### config.mk
export PLATFORM = sky130hd
export DESIGN_NAME = dlf_gear_ctrl
export DESIGN_NICKNAME = d
export VERILOG_FILES = /design/src/rtl/dlf_gear_ctrl.sv
export SDC_FILE = /design/constraint.sdc
export NUM_CORES = 1
export LEC_CHECK = 0
export ABC_AREA = 0
export CORE_MARGIN = 10
export CORE_UTILIZATION = 49
export CTS_CLUSTER_DIAMETER = 60
export DETAILED_ROUTE_END_ITERATION = 12
export PLACE_DENSITY = 0.81
export RECOVER_POWER = 50
export SLEW_MARGIN = 20
export SYNTH_ARGS = -nofsm -noshare
export SYNTH_HDL_FRONTEND = slang
export SYNTH_SLANG_ARGS = --single-unit
### constraint.sdc
create_clock -name clk -period 2.1 [get_ports clk]
set_input_delay 0.42 -clock clk [delete_from_list [all_inputs] [get_ports clk]]
set_output_delay 0.42 -clock clk [all_outputs]
set_load 0.03 [all_outputs]
### src/rtl/dlf_gear_ctrl.sv
// rtl/dlf_gear_ctrl.sv - lock detector and gear-shift controller for a digital loop filter
module dlf_gear_ctrl #(
  parameter int inout_width = 8,
  parameter int LOCK_THR    = 4,
  parameter int UNLOCK_THR  = 32,
  parameter int LOCK_CNT    = 16,
  parameter int UNLOCK_CNT  = 4,
  parameter int BLANK       = 8,
  parameter int ACQ_TIMEOUT = 1024
) (
  input  logic                   clk,
  input  logic                   rst,
  input  logic                   en,
  input  logic                   sample_vld,
  input  logic [inout_width-1:0] master_in,
  input  logic                   lead,
  output logic [1:0]             gear,
  output logic                   filter_clr,
  output logic                   locked,
  output logic                   lost_lock,
  output logic [2:0]             state
);

  localparam int GW = (LOCK_CNT > 1) ? $clog2(LOCK_CNT + 1) : 1;
  localparam int UW = (UNLOCK_CNT > 1) ? $clog2(UNLOCK_CNT + 1) : 1;
  localparam int BW = (BLANK > 0) ? $clog2(BLANK + 1) : 1;
  localparam int TW = (ACQ_TIMEOUT > 1) ? $clog2(ACQ_TIMEOUT) : 1;

  localparam logic [inout_width-1:0] LOCK_THR_V   = inout_width'(LOCK_THR);
  localparam logic [inout_width-1:0] UNLOCK_THR_V = inout_width'(UNLOCK_THR);
  localparam logic [GW-1:0]          LOCK_CNT_V   = GW'(LOCK_CNT);
  localparam logic [GW-1:0]          LOCK_LAST    = GW'(LOCK_CNT - 1);
  localparam logic [UW-1:0]          UNLOCK_CNT_V = UW'(UNLOCK_CNT);
  localparam logic [UW-1:0]          UNLOCK_LAST  = UW'(UNLOCK_CNT - 1);
  localparam logic [BW-1:0]          BLANK_V      = BW'(BLANK);
  localparam logic [TW-1:0]          TIMEOUT_LAST = TW'(ACQ_TIMEOUT - 1);

  typedef enum logic [2:0] {
    S_IDLE = 3'd0,
    S_ACQ  = 3'd1,
    S_TRK1 = 3'd2,
    S_TRK2 = 3'd3,
    S_LOCK = 3'd4
  } state_t;

  state_t          state_q, state_d;
  logic [1:0]      gear_q, gear_d;
  logic            locked_q, locked_d;
  logic            filter_clr_q, filter_clr_d;
  logic            lost_lock_q, lost_lock_d;
  logic [BW-1:0]   blank_q, blank_d;
  logic [GW-1:0]   good_q, good_d;
  logic [UW-1:0]   bad_q, bad_d;
  logic [TW-1:0]   timer_q, timer_d;

  logic good_s, bad_s, counting, good_hit, bad_hit;

  // Sign of the error only steers the filter itself, never the gear decision.
  logic unused_lead;
  assign unused_lead = lead;

  assign good_s   = sample_vld && (master_in <= LOCK_THR_V);
  assign bad_s    = sample_vld && (master_in >= UNLOCK_THR_V);
  assign counting = (blank_q == '0);
  assign good_hit = counting && good_s && (good_q >= LOCK_LAST);
  assign bad_hit  = counting && bad_s && (bad_q >= UNLOCK_LAST);

  always_comb begin
    state_d      = state_q;
    filter_clr_d = 1'b0;
    lost_lock_d  = 1'b0;
    blank_d      = blank_q;
    good_d       = good_q;
    bad_d        = bad_q;
    timer_d      = '0;
    gear_d       = 2'd0;
    locked_d     = 1'b0;

    if (!counting) begin
      blank_d = blank_q - 1'b1;
      good_d  = '0;
      bad_d   = '0;
    end else if (sample_vld) begin
      good_d = good_s ? ((good_q == LOCK_CNT_V) ? good_q : good_q + 1'b1) : '0;
      bad_d  = bad_s ? ((bad_q == UNLOCK_CNT_V) ? bad_q : bad_q + 1'b1) : '0;
    end

    if (state_q == S_ACQ) timer_d = timer_q + 1'b1;

    case (state_q)
      S_IDLE: if (en) state_d = S_ACQ;
      S_ACQ: begin
        if (good_hit) begin
          state_d = S_TRK1;
        end else if (timer_q == TIMEOUT_LAST) begin
          filter_clr_d = 1'b1;
          timer_d      = '0;
        end
      end
      S_TRK1: begin
        if (good_hit)     state_d = S_TRK2;
        else if (bad_hit) state_d = S_ACQ;
      end
      S_TRK2: begin
        if (good_hit)     state_d = S_LOCK;
        else if (bad_hit) state_d = S_ACQ;
      end
      S_LOCK: if (bad_hit) state_d = S_ACQ;
      default: state_d = S_IDLE;
    endcase

    // Falling back to acquisition always restarts the filter from a clean slate.
    if (state_d != state_q) begin
      if (state_d == S_ACQ) filter_clr_d = 1'b1;
      if (state_q == S_LOCK) lost_lock_d = 1'b1;
    end
    if (state_d != S_ACQ || state_d != state_q) begin
      if (!(state_d == S_ACQ && state_q == S_ACQ)) timer_d = '0;
    end

    if (!en) begin
      state_d      = S_IDLE;
      filter_clr_d = 1'b0;
      lost_lock_d  = (state_q == S_LOCK);
      timer_d      = '0;
      blank_d      = '0;
      good_d       = '0;
      bad_d        = '0;
    end else if (filter_clr_d || (state_d != state_q)) begin
      blank_d = BLANK_V;
      good_d  = '0;
      bad_d   = '0;
    end

    case (state_d)
      S_TRK1:  gear_d = 2'd1;
      S_TRK2:  gear_d = 2'd2;
      S_LOCK:  gear_d = 2'd2;
      default: gear_d = 2'd0;
    endcase
    locked_d = (state_d == S_LOCK);
  end

  always_ff @(posedge clk) begin
    if (rst) begin
      state_q      <= S_IDLE;
      gear_q       <= 2'd0;
      locked_q     <= 1'b0;
      filter_clr_q <= 1'b0;
      lost_lock_q  <= 1'b0;
      blank_q      <= '0;
      good_q       <= '0;
      bad_q        <= '0;
      timer_q      <= '0;
    end else begin
      state_q      <= state_d;
      gear_q       <= gear_d;
      locked_q     <= locked_d;
      filter_clr_q <= filter_clr_d;
      lost_lock_q  <= lost_lock_d;
      blank_q      <= blank_d;
      good_q       <= good_d;
      bad_q        <= bad_d;
      timer_q      <= timer_d;
    end
  end

  assign gear       = gear_q;
  assign filter_clr = filter_clr_q;
  assign locked     = locked_q;
  assign lost_lock  = lost_lock_q;
  assign state      = state_q;

endmodule

# Yosys cells after proc, flatten, opt, wreduce, memory -nomap -nowiden
# Index checks and enable logic that the tools add are counted.
classes:
  add_sub_neg: 4
  n_lt_le_gt_ge: 4
  n_eq_ne: 16
  n_mux: 28
  bitwise_logic: 2
  reduce_logical: 17
op_table:
  columns: ["op", "count"]
  rows:
  - ["10-bit 2-to-1 mux", 6]
  - ["3-bit 2-to-1 mux", 8]
  - ["3-bit case mux with 5 select lines", 1]
  - ["3-bit by 2-bit == test with 1-bit output (second input constant)", 4]
  - ["10-bit by 1-bit adder with 10-bit output (second input constant)", 1]
  - ["10-bit == test (second input constant)", 1]
  - ["5-bit 2-to-1 mux", 2]
  - ["3-bit == test (second input constant)", 3]
  - ["8-bit by 6-bit >= comparator with 1-bit output (second input constant)", 1]
  - ["8-bit by 3-bit less-or-equal comparator with 1-bit output (second input constant)", 1]
  - ["1-bit 2-to-1 mux", 8]
  - ["4-bit 2-to-1 mux", 2]
  - ["1-bit logical AND", 7]
  - ["3-bit by 1-bit == test with 1-bit output (second input constant)", 2]
  - ["5-bit by 1-bit adder with 5-bit output (second input constant)", 1]
  - ["5-bit == test (second input constant)", 1]
  - ["5-bit by 4-bit >= comparator with 1-bit output (second input constant)", 1]
  - ["4-bit zero test", 1]
  - ["2-bit != test (second input constant)", 2]
  - ["2-bit case mux with 2 select lines", 1]
  - ["2-bit AND reduction", 2]
  - ["2-bit OR reduction", 2]
  - ["4-bit OR reduction", 1]
  - ["4-bit by 1-bit subtractor with 4-bit output (second input constant)", 1]
  - ["9 further kinds", 11]
totals:
  ff_bits: 30
  word_cells: 81

# Longest topological paths before layout
# Gate-level depths: netlist of run 1.
logic_depth:
  depth_word: 12
  depth_mapped: 8
  depth_no_buf: 7

# Worst setup path before layout of run 1
# No wires, ideal clock.
synth_path:
  kind: "register -> register"
  startpoint: "reg good_q[0]"
  endpoint: "reg timer_q[2]"
  arrival_time_ns: 2.076
  required_time_ns: 2.036
  slack_ns: -0.040
  stages_incl_launch_ff: 9
  path_buffers: 1
  period_less_slack_ns: 2.140
  cell_sequence: "dfxtp_1 > ha_1 > and3_1 > ha_1 > o31ai_4 > o211ai_1 > or4_1 > buf_2 > nor2_1"
synth_via:
  elab_chain_cells: 8
  word_cells_on_any_way: 15
synth_rtl:
  columns: ["element", "line", "text"]
  rows:
  - ["start: declaration", "52", "logic [GW-1:0] good_q, good_d;"]
  - ["start signal: assignment", "162", "good_q <= good_d;"]
  - ["5-bit by 4-bit >= comparator with 1-bit output (*)", "65", "assign good_hit = counting && good_s && (good_q >= LOCK_LAST);"]
  - ["1-bit logical AND (*)", "65", null]
  - ["3-bit 2-to-1 mux (on tied branches)", "105, 101, 93", null]
  - ["3-bit case mux with 5 select lines", "90", "case (state_q)"]
  - ["3-bit by 1-bit == test with 1-bit output", "118", "if (!(state_d == S_ACQ && state_q == S_ACQ)) timer_d = '0;"]
  - ["1-bit logical AND", "118", null]
  - ["10-bit 2-to-1 mux", "118", null]
  - ["10-bit 2-to-1 mux (*)", "117", "if (state_d != S_ACQ || state_d != state_q) begin"]
  - ["end signal: assignment", "164", "timer_q <= timer_d;"]
  - ["end: declaration", "54", "logic [TW-1:0] timer_q, timer_d;"]
# Mark *: on every way between the ends. The rest lies on a longest branch, timed or not.
# A chain may end at the register's enable or synchronous reset.

# Worst setup path in the final report of run 1
layout_path:
  startpoint: "reg timer_q[0]"
  endpoint: "reg filter_clr_q, in the netlist filter_clr"
layout_via:
  elab_chain_cells: 6
layout_rtl:
  columns: ["element", "line", "text"]
  rows:
  - ["10-bit == test (*)", "95", "end else if (timer_q == TIMEOUT_LAST) begin"]
  - ["1-bit 2-to-1 mux (*)", "95", null]
  - ["1-bit 2-to-1 mux (*)", "93", "if (good_hit) begin"]
  - ["1-bit 2-to-1 mux (*)", "90", null]
  - ["1-bit 2-to-1 mux", "114", "if (state_d == S_ACQ) filter_clr_d = 1'b1;"]
  - ["1-bit 2-to-1 mux (*)", "113", "if (state_d != state_q) begin"]
  - ["end signal: assignment", "159", "filter_clr_q <= filter_clr_d;"]
  - ["end: declaration", "49", "logic filter_clr_q, filter_clr_d;"]
# Marked as above.

==> results of run 1 <==
power breakdown:
group / internal [mW] / switching, mW
Sequential: 0.574 / 0.00839
Clock: 0.126 / 0.188
Combinational: 0.0915 / 0.0922
cells in the mapped netlist, drive strengths merged (2+ instances only):
| cell type | instances | area share [%] |
|---|---|---|
| o31ai | 4 | 3.0 |
| nor4 | 4 | 2.3 |
| nand3 | 10 | 3.3 |
| or4 | 3 | 1.6 |
| nor3 | 14 | 4.9 |
| nor3b | 2 | 1.9 |
| inv | 14 | 3.2 |
| nand2 | 7 | 1.6 |
| ha | 9 | 6.8 |
| nor2b | 2 | 0.76 |
| and3 | 4 | 1.8 |
| o21ai | 5 | 1.5 |
| a2111oi | 2 | 2.6 |
| clkbuf | 3 | 0.68 |
| buf | 3 | 0.99 |
| or3b | 2 | 1.2 |
| a22oi | 5 | 2.3 |
| xnor2 | 8 | 4.3 |
| or3 | 2 | 0.76 |
| a211oi | 3 | 1.4 |
| a21oi | 7 | 2.1 |
| o211ai | 2 | 0.91 |
| nand2b | 2 | 0.76 |
| nor2 | 18 | 4.1 |
| mux2i | 2 | 1.2 |
| dfxtp | 30 | 36 |
| xor2 | 3 | 1.6 |
| and2 | 3 | 1.1 |
kinds of logic after synthesis:
logic type,Yosys count
XOR/XNOR,11
AO/OA/AOI/OAI,36
multiplexers,2
buffers and inverters,20
AND/OR/NAND/NOR,75
adder cells (fa/ha/maj),9
flip-flops,30
metal layers:
layer  global-route usage (%)  vias to the layer above  routed length, um
li1                         -                      767                  -
met1                     13.8                      815               1800
met2                     26.8                       68               2670
met3                     3.00                       21                253
met4                     8.78                        0                180
met5                        0                        -                  0
worst max-delay path: stages (launching register included):
cell and delay (ns):
dfxtp_1 0.40, ha_1 0.25, nand2_1 0.13, nor4_1 0.51
o2111ai_1 0.31, o21a_1 0.22, nor4_2 0.27
state kept, by name, summed over array words and instances (netlist names):
name and count:
lost_lock 1, good_q 5, bad_q 3, locked 1
blank_q 4, filter_clr 1, gear 2, state 3
timer_q 10
worst max-delay path by stage:
stage	startpoint	to	slack, ns
after CTS	blank_q[0]	filter_clr	0.005
after floorplan	good_q[0]	timer_q[2]	0.01
after detailed placement	master_in[5]	good_q[3]	-0.31
after global routing	timer_q[0]	filter_clr	-0.09
final	timer_q[0]	filter_clr	-0.08
after global placement	sample_vld	good_q[1]	-0.26
layout make-up:
class | count | area (um^2) | area share (%)
well taps | 44 | 55.1 | 2.33
flip-flops and latches | 30 | 607 | 25.7
inverters | 14 | 52.6 | 2.22
multi-input cells | 133 | 1150 | 48.5
repair buffers | 53 | 457 | 19.3
clock buffers | 7 | 45.0 | 1.91
repair_timing:
action | CTS | global route
hold buffers | 0 | 0
pin swaps | 6 | 17
gates cloned | 0 | 0
setup endpoints to repair | 21 | 22
buffers inserted | 2 | 3
resized for setup | 15 | 28
through the flow:
step           hold WS, ns  instance area [um^2]  setup TNS, ns  std cells
6_report             0.514                  2360         -0.372        281
4_1_cts              0.506                  2200              0        278
3_5_place_dp         0.496                  2090          -5.33        269
2_1_floorplan        0.430                  1650              0        183
3_3_place_gp         0.440                  2090          -3.80        269
5_1_grt              0.555                  2360         -0.693        281
==> results.py, run 1 <==
metrics = {
    "drt": {
        "post_drt_via_cell_ratio": 5.95,
        "drt-initial-drc-count": 111,
        "vias": 1671,
        "dr.pass1.iters": 4,
        "finalWirelength_mm": 4.91,
        "route.detailed.drc": 0,
        "ant_nets": 0,
        "wl_per_cell_um": 17.5,
    },
    "global_routing": {
        "grt_pass1_wl_mm": 7.16,
        "antenna_found_initial": 0,
        "grt_use_total_pct": 14.2,
        "grt_max_degree": 12,
        "grt_overflow_total": 0,
        "first_global_vias": 1672,
    },
    "sta": {
        "skew_ns": 0.0103,
        "finalSetupViolations": 10,
        "fmax_mhz": 459,
        "finalHoldViolCount": 0,
        "grt_setup_unrepaired": "true",
        "max_slew_margin_pct": 64.7,
        "period_needed_ns": 2.18,
        "setup_slack_ns": -0.0804,
        "post-route-period-util_pct": 104,
        "slew_violations": 0,
        "worst_pin_slew_ns": 0.525,
    },
    "final_layout": {
        "area_growth_pct": 43.4,
        "n_fill_cell": 204,
        "final_net_count": 259,
        "n_antenna_cell": 0,
        "drive_gt1_share_pct": 35.9,
        "layout_commonest_cell": "buf_4",
        "mostFrequentLayoutCells": "buf_4 (33), dfxtp_1 (25), nor2_1 (17), clkdlybuf4s50_1 (16), inv_1 (12)",
        "final_util_pct": 75.5,
    },
    "logic_synthesis": {
        "synthCells": 183,
        "synthAdderAreaFrac_pct": 6.83,
        "yosys_warnings": 0,
        "yosys.area_share.simple_pct": 27.2,
        "ys_seq_area_share_pct": 36.4,
        "synth_cell_type_count": 51,
        "syn_area_per_cell_um2": 9.00,
        "netlist_area_um2": 1650,
        "synth-xor-area-share_pct": 5.85,
        "synth-edff-count": 0,
        "synth_compound_area_share_pct": 17.6,
        "synth_top_family_by_area": "simple AND/OR/NAND/NOR gates",
        "synth_flop_cell": "dfxtp_1",
        "synth.ff_latch_count": 30,
        "syn-num-nets": 205,
        "async_flop_share_pct": 0,
        "synthMuxAreaShare_pct": 1.21,
    },
    "clocking": {
        "cts-root-buf": "clkbuf_4",
        "cts_tree": "built",
        "cts_buffers": 5,
        "clock_sinks": 30,
        "clock_path_buffers": 2,
        "clk_latency_ns": 0.33,
        "h-tree-depth": 2,
        "cts.clk_slew.worst_paths_ns": 0.08,
    },
    "placement": {
        "port_buffers": 19,
        "gp_congestion": 0.867,
        "dp_hpwl_mm": 3.15,
        "post-place-ws_ns": -0.310,
    },
    "hold_path": {
        "hp-class": "reg2reg",
        "whs_path_depth": 1,
        "min-delay-start": "timer_q[0]",
        "hold_path_end": "timer_q[0]",
    },
    "setup_path": {
        "reg2reg_slack_ns": -0.08,
        "arrival_ns": 2.41,
        "critPathMaxFanout": 4,
        "crit_required_ns": 2.33,
        "cp-start-kind": "register",
        "r2r-end": "filter_clr",
        "r2r_cells": 6,
        "path_class": "reg2reg",
        "rr_startpoint": "timer_q[0]",
        "cp-end-kind": "register",
    },
    "die": {
        "start_util_pct": 52.7,
        "core-area_um2": 3130,
        "die_w_um": 78.0,
        "dieArea_um2": 6080,
        "chipHeight_um": 78.0,
        "rows": 20,
        "ios": 21,
    },
    "power_and_ir_drop": {
        "p_per_area_nw_per_um2": 457,
        "ir_worst_vdd_uv": 367,
        "power.leakage_nw": 0.876,
        "total_power_mw": 1.08,
    },
    "status": {
        "violations": "negative setup slack",
        "status": "complete, but fails checks",
    },
    "job": {
        "maxCapViolCount": 0,
    },
}
Power figures use the tool's default switching activity.
==> inputs of run 2 (changes only) <==
PLACE_DENSITY = 0.76   (was 0.81)
REMOVE_ABC_BUFFERS = 1   (was default)
==> run 2 against run 1 <==
Global-route usage down 0.39 points. Highest routed layer unchanged. Sequential share of layout area increased by 0.22 points. Critical path depth grew 4. Largest power group unchanged. Worst setup slack better by 0.089 ns. Utilization decreased by 0.96 points. Die area unchanged. Register-to-register slack better by 0.09 ns. Combinational power is 3% lower. Routed wire length decreased by 10%. Via count decreased by 4.7%. Largest cell class unchanged. Sequential power about the same. First-iteration DRC count fell by 11%. The run now ends clean.
==> results.py, run 2 (synthesis gave the netlist of run 1 again) <==
metrics = {
    "status": {
        "status": "finished clean",
    },
    "global_routing": {
        "antenna_found_initial": 1,
        "grtUsageMet3_pct": 5.07,
        "grt_max_degree": 12,
        "grt_pass1_wl_mm": 6.97,
        "grt_busiest_layer": "met2",
        "grt_overflow_total": 0,
        "grt_use_total_pct": 13.8,
        "use_met1_pct": 14.4,
        "grt_use_met2_pct": 23.1,
        "first_global_vias": 1614,
    },
    "power_and_ir_drop": {
        "power.leakage_nw": 0.894,
        "ir_worst_vdd_uv": 367,
        "total_power_mw": 1.13,
        "p_per_area_nw_per_um2": 486,
    },
    "sta": {
        "fmax_mhz": 478,
        "finalSetupViolations": 0,
        "setup_slack_ns": 0.00905,
        "worst_pin_slew_ns": 0.451,
        "timing.setup.tns_ns": 0,
        "skew_ns": 0.0128,
        "max_slew_margin_pct": 69.7,
        "grt_setup_unrepaired": "true",
        "slew_violations": 0,
        "post-route-period-util_pct": 99.6,
        "finalHoldViolCount": 0,
        "period_needed_ns": 2.09,
    },
    "die": {
        "chipHeight_um": 78.0,
        "start_util_pct": 52.7,
        "dieArea_um2": 6080,
        "core-area_um2": 3130,
        "die_w_um": 78.0,
        "rows": 20,
        "ios": 21,
    },
    "drt": {
        "dr.pass1.iters": 4,
        "post_drt_via_cell_ratio": 5.63,
        "finalWirelength_mm": 4.40,
        "route.detailed.drc": 0,
        "vias": 1593,
        "ant_nets": 0,
        "wl_per_cell_um": 15.5,
        "drt-initial-drc-count": 99,
    },
    "setup_path": {
        "crit_required_ns": 2.37,
        "cp_common_cell": "buf_4",
        "crit_chain": "ha_2 > ha_2 > a211oi_2 > buf_4 > buf_4 > o41ai_4 > a21oi_2 > buf_4 > o21a_4 > nor4_4",
        "cp_num_buf_inv": 3,
        "crit_path_max_incr_delay_ns": 0.35,
        "cp-start-kind": "register",
        "crit_path_top_delay_cell": "dfxtp_1",
        "arrival_ns": 2.36,
        "path_delay_family": "compound AO/OA/AOI/OAI gates",
        "cp-end-kind": "register",
        "path_class": "reg2reg",
        "critPathMaxFanout": 2,
    },
    "clocking": {
        "cts.clk_slew.worst_paths_ns": 0.10,
        "cts_tree": "built",
        "clk_latency_ns": 0.35,
        "clock_path_buffers": 2,
        "cts-root-buf": "clkbuf_4",
        "h-tree-depth": 2,
        "cts_buffers": 5,
        "clock_sinks": 30,
    },
    "placement": {
        "dp_hpwl_mm": 3.24,
        "port_buffers": 19,
        "post-place-ws_ns": -0.356,
        "gp_congestion": 0.902,
    },
    "final_layout": {
        "largest-register": "timer_q",
        "drive_gt1_share_pct": 34.0,
        "n_fill_cell": 212,
        "largest_reg_flops": 10,
        "final_net_count": 259,
        "largestRegisters": "timer_q x10, good_q x5, blank_q x4",
        "mostFrequentLayoutCells": "buf_4 (32), dfxtp_1 (27), nor2_1 (18), inv_1 (12)",
        "area_growth_pct": 41.5,
        "layout_commonest_cell": "buf_4",
    },
    "hold_path": {
        "hp-class": "reg2reg",
    },
    "job": {
        "maxCapViolCount": 0,
    },
}
-- run 2: cell types whose count changed in the layout (fill, tap and decap cells not counted), moves of 2 or more --
cell	before	now
buf_6	0	2
nor3_1	4	8
dfxtp_1	25	27
clkdlybuf4s50_1	16	9
dfxtp_2	5	3
dlygate4sd3_1	0	5
ha_2	1	3
ha_4	4	1
nor3_2	7	3
-- run 2: routing by layer --
| metal | up-vias | share of wire [%] |
|---|---|---|
| li1 | 770 | - |
| met1 | 744 | 40 |
| met2 | 64 | 50 |
| met3 | 15 | 6.4 |
| met4 | 0 | 3.4 |
| met5 | - | 0 |
-- run 2: power breakdown --
group | internal (mW) | switching [mW]
Sequential | 0.574 | 0.00793
Clock | 0.161 | 0.212
Combinational | 0.0880 | 0.0915
Total | 0.823 | 0.311
-- run 2: final cells by class --
cell class	instances	area (um^2)	area share [%]
multi-input combinational	133	1110	47.6
sequential	30	604	25.9
timing repair buffer	53	444	19.0
tap	44	55.1	2.36
inverter	14	52.6	2.25
clock buffer	6	51.3	2.20
clock inverter	2	12.5	0.536
antenna	1	2.50	0.107
-- run 2: worst paths after layout --
kind | start | end | slack, ns | depth (start not counted)
worst max-delay path | bad_q[1] | filter_clr | 0.009 | 10
worst min-delay path | timer_q[0] | timer_q[0] | 0.48 | 1
worst max register to register | bad_q[1] | filter_clr | 0.009 | 10
worst min register to register | timer_q[0] | timer_q[0] | 0.48 | 1
-- run 2: timing repair --
item | in CTS | in global routing
buffers inserted | 2 | 1
endpoints found under the setup margin | 20 | 25
pin swaps | 5 | 7
hold buffers | 0 | 0
gates resized for setup | 12 | 26
cloned | 0 | 0
-- run 2: worst register-to-register path, delay by kind of cell (launching register included) --
| kind | cells | cell delay (ns) |
|---|---|---|
| simple gates | 1 | 0.27 |
| fa+ha+maj | 2 | 0.35 |
| buf+inv | 3 | 0.41 |
| compound gates | 4 | 0.63 |
| flops | 1 | 0.35 |
-- run 2: metrics by stage --
step	instances	cell area (um^2)	utilization [%]	hold slack, ns
finish	283	2330	74.6	0.477
global route	283	2330	74.6	0.510
CTS	281	2220	71.1	0.485
detailed placement	271	2100	67.1	0.463
global placement	271	2100	67.1	0.443
floorplan	177	1620	-	0.430
==> inputs of run 3 (changes only) <==
SKIP_CTS_REPAIR_TIMING = 1   (was default)
clock period = 1.7 ns   (was 2.1 ns; I/O delays follow)
==> run 3 against run 2 <==
The flow now finishes with violations (negative setup slack). Sequential cell count is the same. Utilization rose by 8.2 points. Maximum frequency rose by 1.7%. Sequential share of layout area fell by 2.4 points. Clock-buffer cell count stayed put. Non-clock buffer count increased by 23. Critical path depth fell by 1. Total power is 29% higher.
==> results.py, run 3 (synthesis gave the netlist of run 1 again) <==
metrics = {
    "status": {
        "status": "complete, but fails checks",
        "violations": "negative setup slack",
    },
    "final_layout": {
        "final_util_pct": 82.7,
        "area_growth_pct": 57.0,
        "layout_commonest_cell": "buf_4",
        "multiInputGateArea_um2": 1190,
        "n_antenna_cell": 0,
        "largestRegisters": "timer_q x10, good_q x5, blank_q x4",
        "finalNonFillerCells": 305,
        "seq_area_um2": 608,
        "mostFrequentLayoutCells": "buf_4 (54), dfxtp_1 (24), nor2_1 (18), inv_1 (12), clkdlybuf4s50_1 (10)",
        "finalInstanceArea_um2": 2590,
        "drive_gt1_share_pct": 45.6,
        "final_net_count": 282,
        "largest_reg_flops": 10,
        "n_fill_cell": 173,
        "largest-register": "timer_q",
    },
    "power_and_ir_drop": {
        "seqPwrFrac_pct": 49.4,
        "power.leakage_nw": 1.05,
        "p_sw_mw": 0.427,
        "ir_worst_vdd_uv": 472,
        "combPwrFrac_pct": 17.0,
        "clkPwrFrac_pct": 33.6,
        "swShare_pct": 29.3,
        "intPower_mw": 1.03,
        "p_per_area_nw_per_um2": 564,
        "total_power_mw": 1.46,
    },
    "clocking": {
        "cts.clk_slew.worst_paths_ns": 0.11,
        "cts_tree": "built",
        "clock_sinks": 30,
        "h-tree-depth": 2,
        "cts_buffers": 5,
        "clock_path_buffers": 2,
        "cts-root-buf": "clkbuf_4",
        "clk_latency_ns": 0.36,
    },
    "sta": {
        "skew_ns": 0.00944,
        "holdWs_ns": 0.530,
        "setup_slack_ns": -0.356,
        "worst_pin_slew_ns": 0.463,
        "period_needed_ns": 2.06,
        "finalSetupViolations": 30,
        "post-route-period-util_pct": 121,
        "finalHoldViolCount": 0,
        "max_slew_margin_pct": 68.8,
        "slew_violations": 0,
        "timing.setup.tns_ns": -8.37,
        "grt_setup_unrepaired": "true",
        "fmax_mhz": 486,
    },
    "placement": {
        "gp_congestion": 0.917,
        "dp_cells": 290,
        "dp_hpwl_mm": 3.43,
        "post-place-ws_ns": -0.671,
        "port_buffers": 19,
        "post_dp_cell_area_um2": 2240,
    },
    "global_routing": {
        "grt_pass1_wl_mm": 7.41,
        "grt_max_degree": 12,
        "grt_use_total_pct": 14.8,
        "antenna_found_initial": 0,
        "first_global_vias": 1695,
        "grt_overflow_total": 0,
    },
    "die": {
        "rows": 20,
        "dieArea_um2": 6080,
        "ios": 21,
        "chipHeight_um": 78.0,
        "die_w_um": 78.0,
        "start_util_pct": 52.7,
        "core-area_um2": 3130,
    },
    "drt": {
        "drt-initial-drc-count": 176,
        "dr.pass1.iters": 4,
        "vias": 1771,
        "route.detailed.drc": 0,
        "ant_nets": 0,
        "wl_per_cell_um": 19.1,
        "post_drt_via_cell_ratio": 5.81,
        "finalWirelength_mm": 5.83,
    },
    "setup_path": {
        "path_class": "reg2reg",
        "crit_required_ns": 1.97,
        "arrival_ns": 2.33,
        "critPathMaxFanout": 4,
        "cp-start-kind": "register",
        "cp-end-kind": "register",
    },
    "hold_path": {
        "hp-class": "reg2reg",
    },
    "job": {
        "maxCapViolCount": 0,
    },
}
==> run 3: cell types whose count changed in the layout (fill, tap and decap cells not counted), sizes merged <==
cell and change:
buf +23, dlygate4sd3 -5, dlymetal6s2s +3, clkbuf +2
clkdlybuf4s50 +1, diode -1, dlygate4sd2 -1
==> run 3: layer usage <==
| metal | share of wire (%) | global-route usage [%] |
|---|---|---|
| met1 | 39 | 16.4 |
| met2 | 52 | 24.1 |
| met3 | 6.3 | 5.76 |
| met4 | 2.5 | 7.71 |
| met5 | 0 | 0 |
==> run 3: power groups by stage <==
stage	clock [mW]	combinational, mW	sequential [mW]
CTS	0.476	0.194	0.717
global route	0.520	0.261	0.720
finish	0.491	0.248	0.720
global placement	0	0.185	0.733
detailed placement	0	0.193	0.733
floorplan	0	0.0880	0.737
==> run 3: worst max-delay path, cell delays in order (launching register included) <==
cell       delay (ns)
dfxtp_2          0.36
ha_4             0.16
ha_4             0.15
a211oi_2         0.13
buf_4            0.15
nor3_4           0.05
a2111oi_4        0.40
o21ai_2          0.16
buf_4            0.17
nor4_2           0.24
==> run 3: final timing paths <==
| check | start | endpoint | slack (ns) | depth (start not counted) |
|---|---|---|---|---|
| min reg2reg | timer_q[9] | timer_q[9] | 0.53 | 2 |
| min | timer_q[9] | timer_q[9] | 0.53 | 2 |
| max reg2reg | bad_q[0] | blank_q[2] | -0.36 | 9 |
| max | bad_q[0] | blank_q[2] | -0.36 | 9 |
==> run 3: final cells by class <==
class,instances,area share (%)
multi-input combinational,133,46.0
timing repair buffer,76,23.8
clock buffer,6,1.98
tap,44,2.13
sequential,30,23.5
clock inverter,2,0.484
inverter,14,2.03
